`src/rtl/seq_div.sv`:
```
// seq_div: radix-2 restoring divider retiring one quotient bit per cycle behind ready/valid handshakes
module seq_div #(
    parameter int WIDTH = 8
) (
    input  logic             clk,
    input  logic             rst,
    input  logic             in_valid,
    output logic             in_ready,
    input  logic [WIDTH-1:0] dividend,
    input  logic [WIDTH-1:0] divisor,
    output logic             out_valid,
    input  logic             out_ready,
    output logic [WIDTH-1:0] quotient,
    output logic [WIDTH-1:0] remainder,
    output logic             div_by_zero
);
    localparam int CW = $clog2(WIDTH);
    typedef enum logic [1:0] {IDLE, RUN, DONE} state_t;
    state_t state_q, state_d;
    logic [WIDTH:0] shifted;
    logic [WIDTH-1:0] rem_q, rem_d, quo_q, quo_d, dsr_q, dsr_d;
    logic [CW-1:0] cnt_q, cnt_d;
    logic dbz_q, dbz_d, ge;
    always_comb begin
        shifted = {rem_q, quo_q[WIDTH-1]};
        ge = shifted >= {1'b0, dsr_q};
        state_d = state_q;
        rem_d = rem_q;
        quo_d = quo_q;
        dsr_d = dsr_q;
        cnt_d = cnt_q;
        dbz_d = dbz_q;
        case (state_q)
            IDLE: if (in_valid) begin
                state_d = RUN;
                dsr_d = divisor;
                quo_d = dividend;
                rem_d = '0;
                cnt_d = CW'(WIDTH - 1);
                dbz_d = divisor == '0;
            end
            RUN: begin
                rem_d = ge ? WIDTH'(shifted - {1'b0, dsr_q}) : shifted[WIDTH-1:0];
                quo_d = {quo_q[WIDTH-2:0], ge};
                state_d = cnt_q == '0 ? DONE : RUN;
                cnt_d = cnt_q == '0 ? cnt_q : cnt_q - CW'(1);
            end
            DONE: state_d = out_ready ? IDLE : DONE;
            default: state_d = IDLE;
        endcase
    end
    always_ff @(posedge clk) begin
        if (rst) begin
            state_q <= IDLE;
            rem_q <= '0;
            quo_q <= '0;
            dsr_q <= '0;
            cnt_q <= '0;
            dbz_q <= 1'b0;
        end else begin
            state_q <= state_d;
            rem_q <= rem_d;
            quo_q <= quo_d;
            dsr_q <= dsr_d;
            cnt_q <= cnt_d;
            dbz_q <= dbz_d;
        end
    end
    assign in_ready = state_q == IDLE;
    assign out_valid = state_q == DONE;
    assign quotient = quo_q;
    assign remainder = rem_q;
    assign div_by_zero = dbz_q;
endmodule

```
`config.mk`:
```
export PLATFORM = sky130hd
export DESIGN_NAME = seq_div
export DESIGN_NICKNAME = d
export VERILOG_FILES = /design/src/rtl/seq_div.sv
export SDC_FILE = /design/constraint.sdc
export NUM_CORES = 1
export LEC_CHECK = 0
export BUFFER_PORTS_ARGS = -buffer_cell sky130_fd_sc_hd__clkbuf_2
export CAP_MARGIN = 20
export CORE_ASPECT_RATIO = 1.75
export CORE_UTILIZATION = 53
export CTS_CLUSTER_SIZE = 40
export DETAILED_ROUTE_END_ITERATION = 10
export HOLD_SLACK_MARGIN = 0.12
export PLACE_DENSITY = 0.79
export SYNTH_ARGS = -nofsm -noshare
export SYNTH_HDL_FRONTEND = slang
export SYNTH_SLANG_ARGS = --single-unit
```
`constraint.sdc`:
```
create_clock -name clk -period 2.52 [get_ports clk]
set_input_delay 0.252 -clock clk [delete_from_list [all_inputs] [get_ports clk]]
set_output_delay 0.252 -clock clk [all_outputs]
set_load 0.005 [all_outputs]
```
==> flow_summary_export.csv <==
group,metric,value,unit
global_routing,grt_pass1_wl,6.74,mm
floorplan,dieArea,3400,um2
synthesis,yosys-top-cells-count,"43 x nand2_1, 30 x dfxtp_1, 21 x nor2_1",
detailed_routing,highest_layer,"met4",
floorplan,start_util,56.6,%
sta,period_minus_slack,1970,ps
power,p_int,0.00107,W
detailed_routing,postRouteAntennaNets,0,
sta,fin_ws,551,ps
sta,relSlewSlack,59.0,%
synthesis,syn_area,1670,um2
clocking,numCtsBuffers,5,
layout,fill_cells,258,
power,power_density,814,nW/um2
place,gp_congestion,0.871,
floorplan,rows,26,
detailed_routing,post_drt_wl_per_cell,13.1,um
sta,post-route-period-util,78.1,%
power,ir_drop,582,uV
synthesis,async_reset_ff_share,0,%
detailed_routing,dr_wl_met2,2.07,mm
clocking,cts_resized,0,
floorplan,die_w,44.5,um
synthesis,ys_seq_elements,30,
layout,seqCellArea,601,um2
sta,worst_pin_slew,613,ps
hold_path,hp-class,"in -> reg",
power,power_frac_seq,34.6,%
layout,layout-drive-gt1-share,21.1,%
clocking,clkTransAtPathRegs,70,ps
layout,multiInputGateArea,987,um2
detailed_routing,wl_met1,1.54,mm
critical_path,crit_fanout,3,
place,place_area,1900,um2
detailed_routing,wl,3.83,mm
outcome,status,"finished clean",
critical_path,critPathLaunchType,"flip-flop",
clocking,cts.htree.levels,2,
power,pwr-share-clk,28.0,%
clocking,cts_setup_buffers,0,
floorplan,coreArea,2960,um2
synthesis,synth-seq-area-share,35.9,%
power,power_frac_comb,37.4,%
layout,syn_to_final_growth,20.2,%
place,post-dp-hpwl,2.96,mm
synthesis,yosysMostFrequentCell,"nand2_1",
synthesis,ys.flop_type,"dfxtp_1",
synthesis,synth_edf_count,0,
synthesis,yosys.area.top_type_share,35.9,%
critical_path,endpoint_kind,"flip-flop",
synthesis,yosysUniqueCellTypes,41,
clocking,cts.sinks,30,
sta,finalSetupTns,0,ps
global_routing,overflow,0,
clocking,hold_buffers,0,
synthesis,yosys_warnings,0,
sta,setup_viol_count_final,0,
clocking,cts_buffer_depth,2,
clocking,clk_latency,290,ps
global_routing,grt_use_total,26.2,%
place,dp_slack,559,ps
layout,fin_nets,281,
critical_path,required,2690,ps
detailed_routing,routed-via-count,1604,
sta,fmax,508,MHz
detailed_routing,firstDrtPassIters,4,
sta,finalHoldViolCount,0,
global_routing,grt_pass1_vias,1569,
detailed_routing,post-route-drc-count,0,
power,p_sw,0.000565,W
synthesis,synth_cells,210,
synthesis,syn_area_per_cell,7.97,um2
synthesis,ys_top_cells_by_area,"dfxtp_1 36%, nand2_1 9.6%, ha_1 7.5%",
flow_run,maxCapViolCount,0,
sta,maxSlewViolCount,0,
detailed_routing,met3_length,114,um
power,leakage,0.883,nW
critical_path,critPathArrivalTime,2140,ps
floorplan,die_height,76.3,um
sta,finalHoldWorstSlack,200,ps
place,port_buffers,38,
synthesis,synth_nets,241,
global_routing,grt_max_degree,26,
synthesis,synth_top_area_cell,"dfxtp_1",
clocking,cts_tree,"yes",
layout,final_area,2010,um2
critical_path,worstSetupPathType,"reg -> reg",
sta,rsz0062_at_grt,"no",
layout,antenna_cells,0,
detailed_routing,drtIter0Drc,33,
sta,skew,5.69,ps
floorplan,ios,39,
global_routing,antenna_found_initial,0,
clocking,clock-root-buffer,"clkbuf_8",
power,switching_share,34.5,%
detailed_routing,vias_per_cell,5.47,
metal layers:
layer  GRT usage (%)  up-vias
li1                -      822
met2            45.1       36
met5               0        -
met1            28.2      737
met3            5.45        9
met4            14.2        0
path summary, 6_finish.rpt:
kind / from / endpoint / slack [ps] / cells after the start
hold reg to reg: div_by_zero / div_by_zero / 450 / 2
setup reg to reg: quotient[7] / remainder[6] / 550 / 8
setup / recovery: quotient[7] / remainder[6] / 550 / 8
hold / removal: divisor[6] / dsr_q[6] / 200 / 3
cell type report:
cell class	count	share of cell area [%]
clock buffer	8	5.47
inverter	15	2.80
multi-input combinational	158	49.1
sequential	30	29.9
tap	42	2.61
timing repair buffer	40	10.2
power groups by stage:
stage | Combinational [W] | Clock [W] | Sequential [W]
final | 0.000613 | 0.000458 | 0.000567
after global routing | 0.000688 | 0.000486 | 0.000573
after CTS | 0.000620 | 0.000468 | 0.000567
after detailed placement | 0.000619 | 0 | 0.000577
after global placement | 0.000607 | 0 | 0.000575
after floorplan | 0.000468 | 0 | 0.000571
state kept, by name, indices dropped and copies added, names as in the netlist:
signal       cells
dsr_q            8
quotient         8
remainder        8
cnt_q            3
state_q          2
div_by_zero      1
cell usage in the layout (no fill, tap or decap), types with 3 or more instances in the layout:
cell type and instances:
nand2_1 43, clkbuf_2 38, dfxtp_1 30, nor2_1 21, a21oi_1 18, inv_1 14, ha_1 10, clkbuf_8 8
a311oi_1 7, nor2b_1 5, mux2i_1 5, o21ai_1 5, nor3_1 4, o21ai_0 4, nand2b_1 3, a32oi_1 3
cell families after synthesis:
logic type,after synthesis,share of synthesized area (%)
AOI/OAI and AO/OA,53,23.2
xor gates and xnor gates,3,1.57
adders and majority gates,11,8.67
buffers and inverters,22,5.16
DFF,30,35.9
muxes,5,2.99
and+or+nand+nor,86,22.5
through the flow:
stage | std cells | utilization (%) | total power (W)
after floorplan | 210 | - | 0.00104
after global placement | 285 | 64.2 | 0.00118
after detailed placement | 285 | 64.2 | 0.00120
after CTS | 293 | 68.0 | 0.00166
after global routing | 293 | 68.0 | 0.00175
final | 293 | 68.0 | 0.00164
worst max-delay path: stages (launching register included):
cell,delay [ps]
dfxtp_1,340
inv_1,60
ha_1,240
fa_1,410
nand2b_1,190
a21oi_1,180
mux2i_1,220
a31o_1,150
o21ai_1,50
(Power assumes the default switching activity.)
